===== src/rtl/cm_merge_pkg.sv =====
// cm_merge_pkg: shared types for the two-way streaming merger.
//   t_merge_state : merge FSM states
//   t_merge_beat  : contents of the output register slice {data, last, src}
package cm_merge_pkg;

  // Element width carried by t_merge_beat; cm_merge's DWIDTH must match it.
  localparam int CM_DWIDTH = 8;

  localparam logic SRC_A = 1'b0;
  localparam logic SRC_B = 1'b1;

  typedef enum logic [1:0] {
    ST_MERGE,    // both streams open, compare heads
    ST_DRAIN_A,  // B finished, forward rest of A
    ST_DRAIN_B   // A finished, forward rest of B
  } t_merge_state;

  typedef struct packed {
    logic [CM_DWIDTH-1:0] data;
    logic                 last;
    logic                 src;
  } t_merge_beat;

  localparam int CM_BEAT_W = $bits(t_merge_beat);

endpackage


===== src/rtl/cm_merge_if.sv =====
// cm_merge_if: handshake bundle of cm_merge.
//   Stream A : i_a_vld, o_a_rdy, i_a_data, i_a_last
//   Stream B : i_b_vld, o_b_rdy, i_b_data, i_b_last
//   Output   : o_vld, i_rdy, o_data, o_last, o_src, o_err
// slave modport is the merger side, master is the environment side.
interface cm_merge_if #(parameter int DWIDTH = cm_merge_pkg::CM_DWIDTH);

  logic              i_a_vld;
  logic              o_a_rdy;
  logic [DWIDTH-1:0] i_a_data;
  logic              i_a_last;

  logic              i_b_vld;
  logic              o_b_rdy;
  logic [DWIDTH-1:0] i_b_data;
  logic              i_b_last;

  logic              o_vld;
  logic              i_rdy;
  logic [DWIDTH-1:0] o_data;
  logic              o_last;
  logic              o_src;
  logic              o_err;

  modport slave (
    input  i_a_vld, i_a_data, i_a_last,
    input  i_b_vld, i_b_data, i_b_last,
    input  i_rdy,
    output o_a_rdy, o_b_rdy,
    output o_vld, o_data, o_last, o_src, o_err
  );

  modport master (
    output i_a_vld, i_a_data, i_a_last,
    output i_b_vld, i_b_data, i_b_last,
    output i_rdy,
    input  o_a_rdy, o_b_rdy,
    input  o_vld, o_data, o_last, o_src, o_err
  );

endinterface


===== src/rtl/cm_merge_pipe_reg.sv =====
// cm_pipe_reg: single-entry valid/ready register slice.
//   i_vld/o_rdy/i_data : upstream side, o_rdy = !o_vld | i_rdy
//   o_vld/i_rdy/o_data : downstream side, held while o_vld & !i_rdy
//   i_clk, i_rst       : clock, asynchronous active-high reset
module cm_pipe_reg #(
  parameter int W = 8
) (
  input  logic         i_clk,
  input  logic         i_rst,
  input  logic         i_vld,
  output logic         o_rdy,
  input  logic [W-1:0] i_data,
  output logic         o_vld,
  input  logic         i_rdy,
  output logic [W-1:0] o_data
);

  logic         r_vld;
  logic [W-1:0] r_data;

  // Loads when empty or when the current beat leaves this cycle.
  assign o_rdy  = !r_vld | i_rdy;
  assign o_vld  = r_vld;
  assign o_data = r_data;

  always_ff @(posedge i_clk or posedge i_rst) begin
    if (i_rst) begin
      r_vld  <= 1'b0;
      r_data <= '0;
    end else if (o_rdy) begin
      r_vld <= i_vld;
      // Payload only changes on a real load, so a drained slot keeps its value.
      if (i_vld) r_data <= i_data;
    end
  end

endmodule


===== src/rtl/cm_merge.sv =====
// cm_merge: streaming two-way merger of two ascending streams into one
// ascending stream per frame (ties go to A).
//   i_clk, i_rst : clock, asynchronous active-high reset
//   bus          : cm_merge_if.slave (streams A/B in, merged stream out,
//                  o_src = 0 for A / 1 for B, o_err order-violation pulse)
// Parameters: DWIDTH element width (unsigned), CHK_ORDER enables o_err.
module cm_merge
  import cm_merge_pkg::*;
#(
  parameter int DWIDTH    = CM_DWIDTH,
  parameter bit CHK_ORDER = 1'b1
) (
  input  logic        i_clk,
  input  logic        i_rst,
  cm_merge_if.slave   bus
);

  t_merge_state r_state;

  logic        w_load_en;
  logic        w_both;
  logic        w_pick_b;
  logic        w_a_rdy;
  logic        w_b_rdy;
  logic        w_a_acc;
  logic        w_b_acc;
  logic        w_out_vld;
  t_merge_beat w_beat;
  t_merge_beat w_out;

  assign w_both   = bus.i_a_vld & bus.i_b_vld;
  // Strict less-than makes equal heads pick A, keeping the merge stable.
  assign w_pick_b = bus.i_b_data < bus.i_a_data;

  always_comb begin
    w_a_rdy = 1'b0;
    w_b_rdy = 1'b0;
    w_beat  = '{data: bus.i_a_data, last: 1'b0, src: SRC_A};
    case (r_state)
      ST_MERGE: begin
        // Never emit one side without having the other head to compare.
        if (w_pick_b) begin
          w_b_rdy = w_both & w_load_en;
          w_beat  = '{data: bus.i_b_data, last: 1'b0, src: SRC_B};
        end else begin
          w_a_rdy = w_both & w_load_en;
        end
      end
      ST_DRAIN_A: begin
        w_a_rdy     = w_load_en;
        w_beat.last = bus.i_a_last;
      end
      ST_DRAIN_B: begin
        w_b_rdy = w_load_en;
        w_beat  = '{data: bus.i_b_data, last: bus.i_b_last, src: SRC_B};
      end
      default: ;
    endcase
  end

  // Ready is forced low during reset so nothing is taken from upstream
  // while the frame is being discarded.
  assign bus.o_a_rdy = w_a_rdy & !i_rst;
  assign bus.o_b_rdy = w_b_rdy & !i_rst;
  assign w_a_acc     = bus.i_a_vld & bus.o_a_rdy;
  assign w_b_acc     = bus.i_b_vld & bus.o_b_rdy;

  cm_pipe_reg #(.W(CM_BEAT_W)) u_out (
    .i_clk  (i_clk),
    .i_rst  (i_rst),
    .i_vld  (w_a_acc | w_b_acc),
    .o_rdy  (w_load_en),
    .i_data (w_beat),
    .o_vld  (w_out_vld),
    .i_rdy  (bus.i_rdy),
    .o_data (w_out)
  );

  assign bus.o_vld  = w_out_vld;
  assign bus.o_data = w_out.data;
  assign bus.o_last = w_out.last;
  assign bus.o_src  = w_out.src;

  always_ff @(posedge i_clk or posedge i_rst) begin
    if (i_rst) begin
      r_state <= ST_MERGE;
    end else begin
      case (r_state)
        ST_MERGE: begin
          if (w_a_acc && bus.i_a_last)      r_state <= ST_DRAIN_B;
          else if (w_b_acc && bus.i_b_last) r_state <= ST_DRAIN_A;
        end
        ST_DRAIN_A: if (w_a_acc && bus.i_a_last) r_state <= ST_MERGE;
        ST_DRAIN_B: if (w_b_acc && bus.i_b_last) r_state <= ST_MERGE;
        default:    r_state <= ST_MERGE;
      endcase
    end
  end

  generate
    if (CHK_ORDER) begin : g_chk
      logic [DWIDTH-1:0] r_a_prev;
      logic [DWIDTH-1:0] r_b_prev;
      logic              r_a_have;
      logic              r_b_have;
      logic              r_err;

      always_ff @(posedge i_clk or posedge i_rst) begin
        if (i_rst) begin
          r_a_prev <= '0;
          r_b_prev <= '0;
          r_a_have <= 1'b0;
          r_b_have <= 1'b0;
          r_err    <= 1'b0;
        end else begin
          r_err <= (w_a_acc && r_a_have && (bus.i_a_data < r_a_prev)) ||
                   (w_b_acc && r_b_have && (bus.i_b_data < r_b_prev));
          // History ends with the stream's last element so frames are independent.
          if (w_a_acc) begin
            r_a_prev <= bus.i_a_data;
            r_a_have <= !bus.i_a_last;
          end
          if (w_b_acc) begin
            r_b_prev <= bus.i_b_data;
            r_b_have <= !bus.i_b_last;
          end
        end
      end

      assign bus.o_err = r_err;
    end else begin : g_no_chk
      assign bus.o_err = 1'b0;
    end
  endgenerate

endmodule


===== src/flat_wrapper.sv =====
// flat-port wrapper written by rule: the top's interface ports become plain ports
module cm_merge_flat import cm_merge_pkg::*;
#(
  parameter int DWIDTH    = CM_DWIDTH,
  parameter bit CHK_ORDER = 1'b1
)
  (i_clk, i_rst, bus_i_a_vld, bus_i_a_data, bus_i_a_last, bus_i_b_vld, bus_i_b_data, bus_i_b_last, bus_i_rdy, bus_o_a_rdy, bus_o_b_rdy, bus_o_vld, bus_o_data, bus_o_last, bus_o_src, bus_o_err);
  cm_merge_if #(.DWIDTH(DWIDTH)) bus_i ();
  input  logic i_clk;
  input  logic i_rst;
  input wire logic [$bits(bus_i.i_a_vld)-1:0] bus_i_a_vld;
  input wire logic [$bits(bus_i.i_a_data)-1:0] bus_i_a_data;
  input wire logic [$bits(bus_i.i_a_last)-1:0] bus_i_a_last;
  input wire logic [$bits(bus_i.i_b_vld)-1:0] bus_i_b_vld;
  input wire logic [$bits(bus_i.i_b_data)-1:0] bus_i_b_data;
  input wire logic [$bits(bus_i.i_b_last)-1:0] bus_i_b_last;
  input wire logic [$bits(bus_i.i_rdy)-1:0] bus_i_rdy;
  output wire logic [$bits(bus_i.o_a_rdy)-1:0] bus_o_a_rdy;
  output wire logic [$bits(bus_i.o_b_rdy)-1:0] bus_o_b_rdy;
  output wire logic [$bits(bus_i.o_vld)-1:0] bus_o_vld;
  output wire logic [$bits(bus_i.o_data)-1:0] bus_o_data;
  output wire logic [$bits(bus_i.o_last)-1:0] bus_o_last;
  output wire logic [$bits(bus_i.o_src)-1:0] bus_o_src;
  output wire logic [$bits(bus_i.o_err)-1:0] bus_o_err;
  assign bus_i.i_a_vld = bus_i_a_vld;
  assign bus_i.i_a_data = bus_i_a_data;
  assign bus_i.i_a_last = bus_i_a_last;
  assign bus_i.i_b_vld = bus_i_b_vld;
  assign bus_i.i_b_data = bus_i_b_data;
  assign bus_i.i_b_last = bus_i_b_last;
  assign bus_i.i_rdy = bus_i_rdy;
  assign bus_o_a_rdy = bus_i.o_a_rdy;
  assign bus_o_b_rdy = bus_i.o_b_rdy;
  assign bus_o_vld = bus_i.o_vld;
  assign bus_o_data = bus_i.o_data;
  assign bus_o_last = bus_i.o_last;
  assign bus_o_src = bus_i.o_src;
  assign bus_o_err = bus_i.o_err;
  cm_merge #(.DWIDTH(DWIDTH), .CHK_ORDER(CHK_ORDER)) u_core (.i_clk(i_clk), .i_rst(i_rst), .bus(bus_i));
endmodule

===== config.mk =====
export PLATFORM = sky130hd
export DESIGN_NAME = cm_merge_flat
export DESIGN_NICKNAME = d
export VERILOG_FILES = /design/src/rtl/cm_merge_pkg.sv /design/src/rtl/cm_merge_if.sv /design/src/rtl/cm_merge_pipe_reg.sv /design/src/rtl/cm_merge.sv /design/src/flat_wrapper.sv
export SDC_FILE = /design/constraint.sdc
export NUM_CORES = 1
export LEC_CHECK = 0
export CAP_MARGIN = 20
export CORE_MARGIN = 8
export CORE_UTILIZATION = 45
export DETAILED_ROUTE_END_ITERATION = 8
export HOLD_SLACK_MARGIN = 0.02
export PLACE_DENSITY = 0.66
export SLEW_MARGIN = 10
export SYNTH_ARGS = -nofsm -noshare
export SYNTH_HDL_FRONTEND = slang
export SYNTH_SLANG_ARGS = --single-unit

===== constraint.sdc =====
create_clock -name i_clk -period 2.46 [get_ports i_clk]
set_clock_uncertainty 0.2 [all_clocks]
set_input_delay 0.369 -clock i_clk [delete_from_list [all_inputs] [get_ports i_clk]]
set_output_delay 0.369 -clock i_clk [all_outputs]
set_load 0.005 [all_outputs]

Word-level counts from Yosys, hierarchy flattened
Index checks and enable logic that the tools add are counted.
{ "word_totals": {"input_bits": 23, "output_inout_bits": 14, "word_cells": 51, "regBits": 32} }
{ "op_classes": {"reduce_logical": 14, "muxes": 13, "bitwise_logic": 8, "eq_ne": 5, "n_lt_le_gt_ge": 3} }
{ "ops": {"columns": ["op", "count"], "rows": [
  ["< comparator 8 bit", 3],
  ["case mux 8 bit (2 select lines)", 1],
  ["2-to-1 mux 10 bit", 1],
  ["2-to-1 mux 2 bit", 4],
  ["bitwise AND 1 bit", 6],
  ["logical AND 1 bit", 6],
  ["case mux 1 bit (2 select lines)", 3],
  ["case mux 2 bit (3 select lines)", 1],
  ["logical NOT 1 bit", 4],
  ["!= test 2 x 1 -> 1 bit (second input constant)", 2],
  ["!= test 3 x 1 -> 1 bit (second input constant)", 1],
  ["case mux 1 bit (3 select lines)", 1],
  ["AND reduction 3 bit", 1],
  ["equality test 2 x 1 -> 1 bit (second input constant)", 1],
  ["equality test 2 bit (second input constant)", 1],
  ["logical NOT 2 bit", 1],
  ["2-to-1 mux 1 bit", 2],
  ["bitwise OR 1 bit", 2],
  ["AND reduction 2 bit", 1],
  ["logical OR 1 bit", 1]
]} }

Logic depth before layout (Yosys ltp)
Gate-level depths: netlist of run 1.
{ "logic_depth": {"word_depth": 11, "depth_mapped": 10} }

Hierarchy
A second synthesis of run 1 with hierarchy kept.
{ "unflattened": {"cells_unflattened": 185, "hier_area_um2": 2109.5} }
{ "by_module_without_submodules": {"columns": ["mod", "cells_each", "area_each_um2", "instances", "seq_area_each_um2"], "rows": [
  ["cm_merge", 160, 1640.3, 1, 525.5],
  ["cm_pipe_reg", 25, 469.2, 1, 275.3]
]} }

Worst setup path after synthesis of run 1
OpenSTA, ideal clock, no wires.
{ "synth_timing": {"kind": "input port to flip-flop", "startpoint": "input port i_rst", "endpoint": "register u_core.r_state[1]", "path_buffers": 0, "path_stages": 5, "slack_ns": 0.095, "setup_ns": 0.124, "t_required_ns": 2.136, "t_arrival_ns": 2.042, "path_cell_list": "inv_1 -> o2111ai_1 -> nor2_2 -> a211oi_1 -> a211o_1"} }
{ "synth_via": {"elab_chain_cells": 6, "word_cells_on_any_way": 13} }
{ "synth_lines": {"columns": ["item", "line_no", "text"], "rows": [
  ["start: declaration", "flat_wrapper.sv:10", "input logic i_rst;"],
  ["logical NOT 1 bit *", "cm_merge.sv:63, cm_merge.sv:64", null],
  ["bitwise AND 1 bit (on tied branches)", "cm_merge.sv:64, cm_merge.sv:63", null],
  ["bitwise AND 1 bit (on tied branches)", "cm_merge.sv:66, cm_merge.sv:65", null],
  ["logical AND 1 bit (on tied branches)", null, null],
  ["!= test 3 x 1 -> 1 bit (no line) (tied with other cells)", null, null],
  ["AND reduction 3 bit (no line) or case mux 2 bit (3 select lines) (tied branches)", null, null],
  ["end signal: assignment", "cm_merge.sv:91", "else if (w_b_acc && bus.i_b_last) r_state <= ST_DRAIN_A;"],
  ["end signal: assignment", "cm_merge.sv:94", "ST_DRAIN_B: if (w_b_acc && bus.i_b_last) r_state <= ST_MERGE;"],
  ["end signal: assignment", "cm_merge.sv:95", "default: r_state <= ST_MERGE;"],
  ["end: declaration", "cm_merge.sv:18", "t_merge_state r_state;"]
]} }
Every way passes the cells marked *; elsewhere a longest branch is shown, timed or not.
A chain may end at the register's enable or synchronous reset.

Worst setup path after layout of run 1
{ "layout_timing": {"startpoint": "input port bus_i_b_data[7]", "endpoint": "output port bus_o_a_rdy"} }
{ "layout_via": {"elab_chain_cells": 4} }
{ "layout_lines": {"columns": ["item", "line_no", "text"], "rows": [
  ["start: declaration", "flat_wrapper.sv:15", "input wire logic [$bits(bus_i.i_b_data)-1:0] bus_i_b_data;"],
  ["< comparator 8 bit", "cm_merge.sv:33", "assign w_pick_b = bus.i_b_data < bus.i_a_data;"],
  ["2-to-1 mux 1 bit", "cm_merge.sv:42", "if (w_pick_b) begin"],
  ["case mux 1 bit (2 select lines)", "cm_merge.sv:39", "case (r_state)"],
  ["bitwise AND 1 bit", "cm_merge.sv:63", "assign bus.o_a_rdy = w_a_rdy & !i_rst;"],
  ["end: declaration", "flat_wrapper.sv:18", "output wire logic [$bits(bus_i.o_a_rdy)-1:0] bus_o_a_rdy;"]
]} }
No other way between the ends.

==> impl_metrics.yaml, run 1 <==
place:
  io_buffer_count: 36
  hpwlAfterDp_mm: 4.04
  gp_congestion: 0.807
  dpl-instance-area_mm2: 0.00266
  placedCellCount: 331
logic_synthesis:
  yosys_warnings: 0
  multiplexer_share_of_the_synthesized_area: 0.0161
  synth_edf_count: 0
  syn_inst: 217
  post_synth_and_or_nand_nor_area_fraction: 0.135
  synth_xor_area_frac: 0
  synth_top_family_by_area: "compound AO/OA/AOI/OAI gates"
  synth.cells.most_frequent: "32 x sky130_fd_sc_hd__dfrtp_1, 28 x sky130_fd_sc_hd__nand2_1, 26 x sky130_fd_sc_hd__inv_1, 26 x sky130_fd_sc_hd__o21ai_0, 24 x sky130_fd_sc_hd__ha_1"
  async_sr_flop_fraction: 1.00
  synth-main-ff-cell: "sky130_fd_sc_hd__dfrtp_1"
  yosysSeqAreaShare: 0.396
  yosys-top-cells-area: "sky130_fd_sc_hd__dfrtp_1 40%, sky130_fd_sc_hd__ha_1 15%, sky130_fd_sc_hd__o21ai_0 6.4%"
  syn_area_mm2: 0.00202
  post_synth_fa_ha_maj_area_fraction: 0.148
  synthDistinctLibCells: 43
  synth-compound-area-share: 0.238
  most_repeated_cell_in_the_gate_level_netlist_after_synthesis: "sky130_fd_sc_hd__dfrtp_1"
  yosysTopAreaCell: "sky130_fd_sc_hd__dfrtp_1"
  syn-num-nets: 264
  synth_top_area_share: 0.396
  synthesis_stage_register_bit_count: 32
  synthesis.area_per_instance_um2: 9.32
power_and_ir_drop:
  leakage_uw: 0.00131
  power.ir.vdd_worst_mv: 0.495
  power_per_cell_area_mw_per_mm2: 873
cells_and_area:
  fraction_of_final_layout_cells_sized_beyond_drive_strength_1: 0.199
  layout.cells.non_filler: 338
  nets: 333
  layout-area-overhead-vs-synth_pct: 36.5
  filler_cell_count: 372
  final_cell_area_mm2: 0.00276
  insertedDiodeCount: 0
routing:
  post-route-drc-count: 0
  vias_per_cell: 5.25
  wl_per_cell_um: 15.5
  drt-initial-drc-count: 163
  drt-pass1-iter-count: 4
  detail_route_antenna_nets: 0
  totalWireLength_mm: 5.23
  num_vias: 1775
timing:
  final.min_clock_period_ps: 2380
  setup_repair_after_global_routing_missed_its_margin: "false"
  timing_hold_violations_final: 0
  setup-tns-final_ps: 0
  max_slew_margin: 0.722
  tightestPinTransition_ps: 418
  setup_viol_count_final: 0
  fin_crit_sh: 0.969
  maxSlewViolCount: 0
  fmax_ghz: 0.420
setup_path:
  worst_setup_path_end_kind: "output pin"
  crit_path_max_incr_delay_ps: 330
  critical_path_data_arrival_time_ps: 1810
  critical_path_required_ps: 1890
  path_class: "primary input to output pin"
  crit_path_cell_chain: "dlygate4sd2_1 -> ha_4 -> nand4_1 -> o31a_1 -> nand2b_1 -> a21oi_1 -> buf_2"
  worst_path_max_delay_cell: "sky130_fd_sc_hd__o31a_1"
  worst-path-max-fanout: 3
  setup.worst_path.start_class: "primary input"
floorplan:
  die_area_mm2: 0.00690
  chip_width_um: 83.1
  total_i_o_pin_count: 37
  std_cell_rows: 24
  floorplan.initialDensity: 0.465
  height_of_the_die_um: 83.1
  placeableCoreArea_mm2: 0.00435
outcome:
  status: "completed"
clock_tree:
  cts_root_buffer: "sky130_fd_sc_hd__clkbuf_8"
  tritoncts: "built"
  numClockSinks: 32
  clock_network_latency_to_the_later_pin_of_the_worst_skew_pair_ps: 280
  path_clk_slew_ps: 70
  numCtsBuffers: 5
  max-clock-path-buffers: 2
  htree_num_levels: 2
grt:
  number_of_global_route_vias_before_repair: 1778
  groute.usage.overall: 0.150
  grt_start_max_net_pins: 33
  grt_pass1_wl_mm: 8.56
  grt_overflow: 0
  number_of_antenna_violations_at_the_first_check_in_global_routing: 0
job:
  max-cap-violations: 0
hold_path:
  holdCritPathClass: "register to register"
[layer usage]
| layer | global-route usage | share of wire | routed length, µm | up-vias |
|---|---|---|---|---|
| met5 | 0 | 0 | 0 | - |
| li1 | - | - | - | 908 |
| met3 | 0.0439 | 0.058 | 305 | 5 |
| met1 | 0.196 | 0.49 | 2570 | 822 |
| met4 | 0.0399 | 0.0059 | 31 | 0 |
| met2 | 0.233 | 0.44 | 2320 | 40 |
[worst max-delay path, delay by kind of cell]
kind	cells	cell delay [ps]
buf+inv	2	420
simple gates	2	270
compound gates	2	460
fa+ha+maj	1	290
[logic make-up after synthesis]
kind of cell / Yosys count
compound gates: 68
fa+ha+maj: 24
buf+inv: 33
flops: 32
mux: 3
simple gates: 57
[through the flow]
step	total power [µW]	utilization	hold slack, ps	setup WS, ps
after floorplan	1540	-	262	94.5
after global placement	2020	0.611	262	-588
after detailed placement	2050	0.611	270	-589
after CTS	2430	0.634	286	49.2
after global routing	2610	0.634	311	6.37
final	2410	0.634	283	77.3
[report_power, final]
group          switching (µW)  internal, µW
Combinational             579           597
Clock                     186           192
Sequential               93.4           765
Total                     858          1550
[registers in the layout, summed over array words and instances (netlist names)]
name	cells
u_core.g_chk.r_b_prev	8
u_core.g_chk.r_a_prev	8
u_core.g_chk.r_a_have	1
u_core.bus.o_err	1
u_core.u_out.o_data	10
u_core.u_out.o_vld	1
u_core.r_state	2
u_core.g_chk.r_b_have	1
[path summary, 6_finish.rpt]
| check | startpoint | to | slack (ps) | cells after the start |
|---|---|---|---|---|
| worst max-delay path | bus_i_b_data[7] | bus_o_a_rdy | 80 | 7 |
| worst min-delay path | u_core.u_out.o_data[0] | u_core.u_out.o_data[0] | 280 | 1 |
| worst max register to register | u_core.r_state[0] | u_core.u_out.o_data[5] | 180 | 10 |
| worst min register to register | u_core.u_out.o_data[0] | u_core.u_out.o_data[0] | 280 | 1 |
| max in group asynchronous | i_rst | u_core.r_state[1] | 1300 | 3 |
| min in group asynchronous | i_rst | u_core.g_chk.r_a_prev[6] | 440 | 3 |
[cell usage in the layout (no fill, tap or decap), types with 5 or more instances in the layout]
master / instances
sky130_fd_sc_hd__nor2_1: 9
sky130_fd_sc_hd__nand2_1: 28
sky130_fd_sc_hd__buf_4: 33
sky130_fd_sc_hd__a22oi_1: 10
sky130_fd_sc_hd__dlygate4sd2_1: 15
sky130_fd_sc_hd__clkdlybuf4s50_1: 18
sky130_fd_sc_hd__a21oi_1: 5
sky130_fd_sc_hd__o21ai_0: 26
sky130_fd_sc_hd__ha_1: 19
sky130_fd_sc_hd__inv_1: 23
sky130_fd_sc_hd__nand2b_1: 5
sky130_fd_sc_hd__dfrtp_1: 32
sky130_fd_sc_hd__clkbuf_8: 5
[layout make-up]
| type | instances | area, µm² | share of cell area |
|---|---|---|---|
| clock buffers | 6 | 72.6 | 0.0263 |
| clock inverters | 1 | 5.00 | 0.00181 |
| inverters | 26 | 97.6 | 0.0353 |
| multi-input cells | 152 | 1140 | 0.413 |
| flip-flops and latches | 32 | 801 | 0.290 |
| well taps | 52 | 65.1 | 0.0236 |
| repair buffers | 69 | 579 | 0.210 |
[repair_timing]
action / 4_1_cts / 5_1_grt
endpoints found under the setup margin: 14 / 2
gates resized for setup: 34 / 0
endpoints found under the hold margin: 0 / 0
buffers inserted: 1 / 0
pin swaps: 4 / 2
hold buffers: 0 / 0
(Power assumes the default switching activity.)
==> run 2, diff against run 1 <==
- RECOVER_POWER: not set -> 100
==> run 2 against run 1 <==
  * Fmax is 0.54% lower
  * Via count rose by 0.17%
  * Power fell by 1.8%
  * Hold slack worse by 6.3 ps
  * Sequential power is 0.5% lower
  * Register-to-register slack got worse by 70 ps
  * Clock power about the same
  * Setup slack lost 13 ps
  * Routed wire length increased by 0.40%
  * Global-route usage is the same
  * First-iteration DRC count fell by 13%
==> impl_metrics.yaml, run 2 (synthesis results as in run 1) <==
outcome:
  status: "completed"
cells_and_area:
  nets: 333
  fraction_of_final_layout_cells_sized_beyond_drive_strength_1: 0.185
  filler_cell_count: 376
  final_cell_area_mm2: 0.00274
  seqCellArea_um2: 801
  largest_register_ff_count: 10
  layout_common_cells: "32 x sky130_fd_sc_hd__dfrtp_1, 28 x sky130_fd_sc_hd__nand2_1, 27 x sky130_fd_sc_hd__buf_4"
  layout-area-overhead-vs-synth_pct: 35.6
  insertedDiodeCount: 0
  multi_input_area_mm2: 0.00114
  final_common_cell: "sky130_fd_sc_hd__dfrtp_1"
routing:
  drt-initial-drc-count: 141
  post-route-drc-count: 0
  wl_per_cell_um: 15.5
  drt-pass1-iter-count: 4
  totalWireLength_mm: 5.25
  detail_route_antenna_nets: 0
  num_vias: 1778
  vias_per_cell: 5.26
grt:
  groute.usage.overall: 0.150
  global_route.peak_usage_layer: "met2"
  number_of_global_route_vias_before_repair: 1778
  globalRouteMet3Util: 0.0439
  grt_pass1_wl_mm: 8.56
  use_met2: 0.233
  number_of_antenna_violations_at_the_first_check_in_global_routing: 0
  grt_start_max_net_pins: 33
  grt_overflow: 0
  met1_usage: 0.196
timing:
  fin_crit_sh: 0.974
  final.min_clock_period_ps: 2400
  max_slew_margin: 0.460
  timing.hold.ws_ps: 277
  setup_viol_count_final: 0
  setup_repair_after_global_routing_missed_its_margin: "false"
  maxSlewViolCount: 0
  fmax_ghz: 0.417
  timing_hold_violations_final: 0
  tightestPinTransition_ps: 809
setup_path:
  worst_setup_path_end_kind: "output pin"
  critical_path_required_ps: 1890
  cell_class_contributing_the_biggest_share_of_worst_path_delay: "compound AO/OA/AOI/OAI gates"
  r2r_cell_count: 9
  r2r_slack_ps: 110
  crit_path_cell_chain: "dlygate4sd2_1 -> ha_4 -> nand4_1 -> o31a_1 -> nand2b_1 -> a21oi_1 -> buf_2"
  worst-path-max-fanout: 3
  regToRegEndpoint: "u_core.u_out.o_data[0]"
  worstPathBufferInverterCount: 2
  worst_path_max_delay_cell: "sky130_fd_sc_hd__o31a_1"
  critical_path.reg2reg.startpoint: "u_core.r_state[0]"
  path_class: "primary input to output pin"
  setup.worst_path.start_class: "primary input"
  critical_path_data_arrival_time_ps: 1830
  crit_path_max_incr_delay_ps: 330
clock_tree:
  clock_network_latency_to_the_later_pin_of_the_worst_skew_pair_ps: 280
  max-clock-path-buffers: 2
  cts_root_buffer: "sky130_fd_sc_hd__clkbuf_8"
  path_clk_slew_ps: 70
  numCtsBuffers: 5
  htree_num_levels: 2
  tritoncts: "built"
  numClockSinks: 32
hold_path:
  hold-path-cell-count: 1
  hold-path-endpoint: "u_core.u_out.o_data[0]"
  holdCritPathClass: "register to register"
  min_from: "u_core.u_out.o_data[0]"
floorplan:
  placeableCoreArea_mm2: 0.00435
  height_of_the_die_um: 83.1
  die_area_mm2: 0.00690
  std_cell_rows: 24
  chip_width_um: 83.1
  floorplan.initialDensity: 0.465
  total_i_o_pin_count: 37
place:
  io_buffer_count: 36
  dpl-instance-area_mm2: 0.00266
  hpwlAfterDp_mm: 4.04
  gp_congestion: 0.807
power_and_ir_drop:
  power.ir.vdd_worst_mv: 0.493
  power_per_cell_area_mw_per_mm2: 863
  leakage_uw: 0.00131
job:
  max-cap-violations: 0
run 2: changes by cell type in the layout (fill, tap and decap cells not counted), sizes merged:
cell           before  now
clkbuf              6   13
dlygate4sd3         0   13
buf                35   28
clkdlybuf4s50      18    5
run 2: per-layer routing:
metal	wire length, µm	up-vias
li1	-	911
met1	2580	821
met2	2330	41
met3	301	5
met4	31	0
met5	0	-
run 2: how the worst max path moves through the flow:
stage                          startpoint                 to  depth (start not counted)
after global placement    bus_i_a_data[7]        bus_o_a_rdy                          8
final                     bus_i_b_data[7]        bus_o_a_rdy                          7
after floorplan                     i_rst  u_core.r_state[1]                          5
after global routing      bus_i_b_data[7]        bus_o_a_rdy                          7
after CTS                 bus_i_a_data[2]        bus_o_a_rdy                          9
after detailed placement  bus_i_a_data[7]        bus_o_a_rdy                          8
run 2: through the flow:
step / setup TNS [ps] / setup slack, ps / power [µW] / instances / util
3_3_place_gp: -8860 / -588 / 2020 / 331 / 0.611
3_5_place_dp: -9650 / -589 / 2050 / 331 / 0.611
2_1_floorplan: 0 / 94.5 / 1540 / 217 / -
5_1_grt: 0 / 6.07 / 2570 / 338 / 0.630
4_1_cts: 0 / 49.2 / 2430 / 338 / 0.634
6_report: 0 / 64.4 / 2370 / 338 / 0.630
run 2: cell type report:
class | count | area share
clock inverter | 1 | 0.00182
multi-input combinational | 152 | 0.415
sequential | 32 | 0.292
timing repair buffer | 69 | 0.205
tap | 52 | 0.0237
inverter | 26 | 0.0356
clock buffer | 6 | 0.0264
run 2: power breakdown:
part,internal [µW],switching [µW],leakage (µW)
sequential,764,89.4,0.000397
clock,192,185,0.0000410
combinational,557,579,0.000875
run 2: what timing repair did:
action	CTS	global route
hold buffers	0	0
hold endpoints to repair	0	0
resized for setup	34	0
setup buffers	1	0
endpoints found under the setup margin	14	2
pin swaps	4	2
==> run 3, diff against run 2 <==
- SETUP_SLACK_MARGIN: not set -> 0.1
==> run 3 against run 2 <==
  * Sequential power increased by 0.5%
  * Non-clock buffer count increased by 3
  * Via count increased by 3.8%
  * Routed wire length increased by 3.6%
  * Critical path depth unchanged
  * Largest cell class unchanged
  * Largest power group unchanged
==> impl_metrics.yaml, run 3 (synthesis results as in run 1) <==
outcome:
  status: "completed"
floorplan:
  total_i_o_pin_count: 37
  chip_width_um: 83.1
  floorplan.initialDensity: 0.465
  die_area_mm2: 0.00690
  placeableCoreArea_mm2: 0.00435
  std_cell_rows: 24
  height_of_the_die_um: 83.1
grt:
  grt_start_max_net_pins: 33
  grt_overflow: 0
  grt_pass1_wl_mm: 9.08
  groute.usage.overall: 0.159
  number_of_antenna_violations_at_the_first_check_in_global_routing: 0
  number_of_global_route_vias_before_repair: 1839
cells_and_area:
  insertedDiodeCount: 0
  layout_common_cells: "32 x sky130_fd_sc_hd__dfrtp_1, 28 x sky130_fd_sc_hd__nand2_1, 28 x sky130_fd_sc_hd__buf_4"
  layout-area-overhead-vs-synth_pct: 36.7
  nets: 336
  fraction_of_final_layout_cells_sized_beyond_drive_strength_1: 0.255
  largest_register_ff_count: 10
  final_common_cell: "sky130_fd_sc_hd__dfrtp_1"
setup_path:
  setup.worst_path.start_class: "primary input"
  critical_path_required_ps: 1890
  worst_setup_path_end_kind: "output pin"
  critical_path_data_arrival_time_ps: 1730
  path_class: "primary input to output pin"
  worst-path-max-fanout: 3
routing:
  post-route-drc-count: 0
  vias_per_cell: 5.40
  wl_per_cell_um: 15.9
  drt-pass1-iter-count: 5
  totalWireLength_mm: 5.44
  detail_route_antenna_nets: 0
  num_vias: 1846
  drt-initial-drc-count: 91
place:
  detailedPlace.worstSlack_ps: -587
  gp_congestion: 0.852
  io_buffer_count: 36
  hpwlAfterDp_mm: 4.16
power_and_ir_drop:
  power.clock.fraction: 0.177
  combinationalPowerShare: 0.473
  cellInternalPower_uw: 1560
  leakage_uw: 0.00131
  total_switching_power_uw: 879
  power_per_cell_area_mw_per_mm2: 884
  power.ir.vdd_worst_mv: 0.420
  p_total_uw: 2440
  switching_part_of_the_total_power: 0.360
  pwr-share-seq: 0.351
clock_tree:
  tritoncts: "built"
  clock_network_latency_to_the_later_pin_of_the_worst_skew_pair_ps: 290
  cts_root_buffer: "sky130_fd_sc_hd__clkbuf_8"
  numCtsBuffers: 5
  path_clk_slew_ps: 70
  htree_num_levels: 2
  max-clock-path-buffers: 2
  numClockSinks: 32
timing:
  setup_viol_count_final: 0
  fmax_ghz: 0.435
  timing_hold_violations_final: 0
  fin_crit_sh: 0.935
  final.setup.worst_slack_ps: 159
  max_slew_margin: 0.460
  setup_repair_after_global_routing_missed_its_margin: "true"
  maxSlewViolCount: 0
  tightestPinTransition_ps: 810
  final.min_clock_period_ps: 2300
job:
  max-cap-violations: 0
hold_path:
  holdCritPathClass: "primary input to register"
[run 3: cell type report]
class / instances / area (µm²)
Inverter: 26 / 101
Clock inverter: 1 / 7.51
Fill cell: 385 / 1590
Multi-Input combinational cell: 152 / 1160
Tap cell: 52 / 65.1
Sequential cell: 32 / 801
Timing Repair Buffer: 72 / 548
Clock buffer: 7 / 86.3
[run 3: worst max-delay path, stage by stage]
cell and delay, ps:
sky130_fd_sc_hd__clkdlybuf4s15_2 210, sky130_fd_sc_hd__ha_4 250, sky130_fd_sc_hd__a2111oi_4 370, sky130_fd_sc_hd__o31a_1 210
sky130_fd_sc_hd__a22oi_1 80, sky130_fd_sc_hd__nor2_1 110, sky130_fd_sc_hd__clkbuf_1 130
[run 3: stage by stage]
stage	util	cell area, µm²	hold WS [ps]	instances	TNS [ps]
after floorplan	-	2030	106	217	0
after global placement	0.615	2680	265	333	-9140
after detailed placement	0.615	2680	268	333	-9300
after CTS	0.646	2810	284	342	0
after global routing	0.635	2770	242	342	0
final	0.635	2770	227	342	0
[run 3: final timing paths]
check                                       start                       end  slack, ps  depth (start not counted)
min                               bus_i_a_data[4]  u_core.g_chk.r_a_prev[4]        230                          4
min reg2reg                u_core.u_out.o_data[1]    u_core.u_out.o_data[1]        270                          2
min in group asynchronous                   i_rst  u_core.g_chk.r_a_prev[4]        820                          4
max reg2reg                     u_core.r_state[0]    u_core.u_out.o_data[0]        190                          9
max                               bus_i_b_data[1]               bus_o_b_rdy        160                          7
max in group asynchronous                   i_rst  u_core.g_chk.r_b_prev[7]        730                          4
[run 3: layer usage]
layer | track usage | up-vias | wire length [µm]
li1 | - | 916 | -
met1 | 0.214 | 877 | 2690
met2 | 0.245 | 46 | 2430
met3 | 0.0439 | 7 | 279
met4 | 0.0399 | 0 | 43
met5 | 0 | - | 0
[run 3: timing repair]
action,CTS,global route
endpoints found under the hold margin,0,0
setup buffers,1,0
resized for setup,39,29
hold buffers,0,0
pin swaps,10,5
setup endpoints to repair,30,10
[run 3: power groups by stage]
stage               registers (µW)  clock network (µW)  logic, µW
floorplan                      857                   0        680
global placement               866                   0       1160
detailed placement             871                   0       1190
CTS                            861                 444       1200
global route                   883                 468       1310
finish                         858                 432       1160
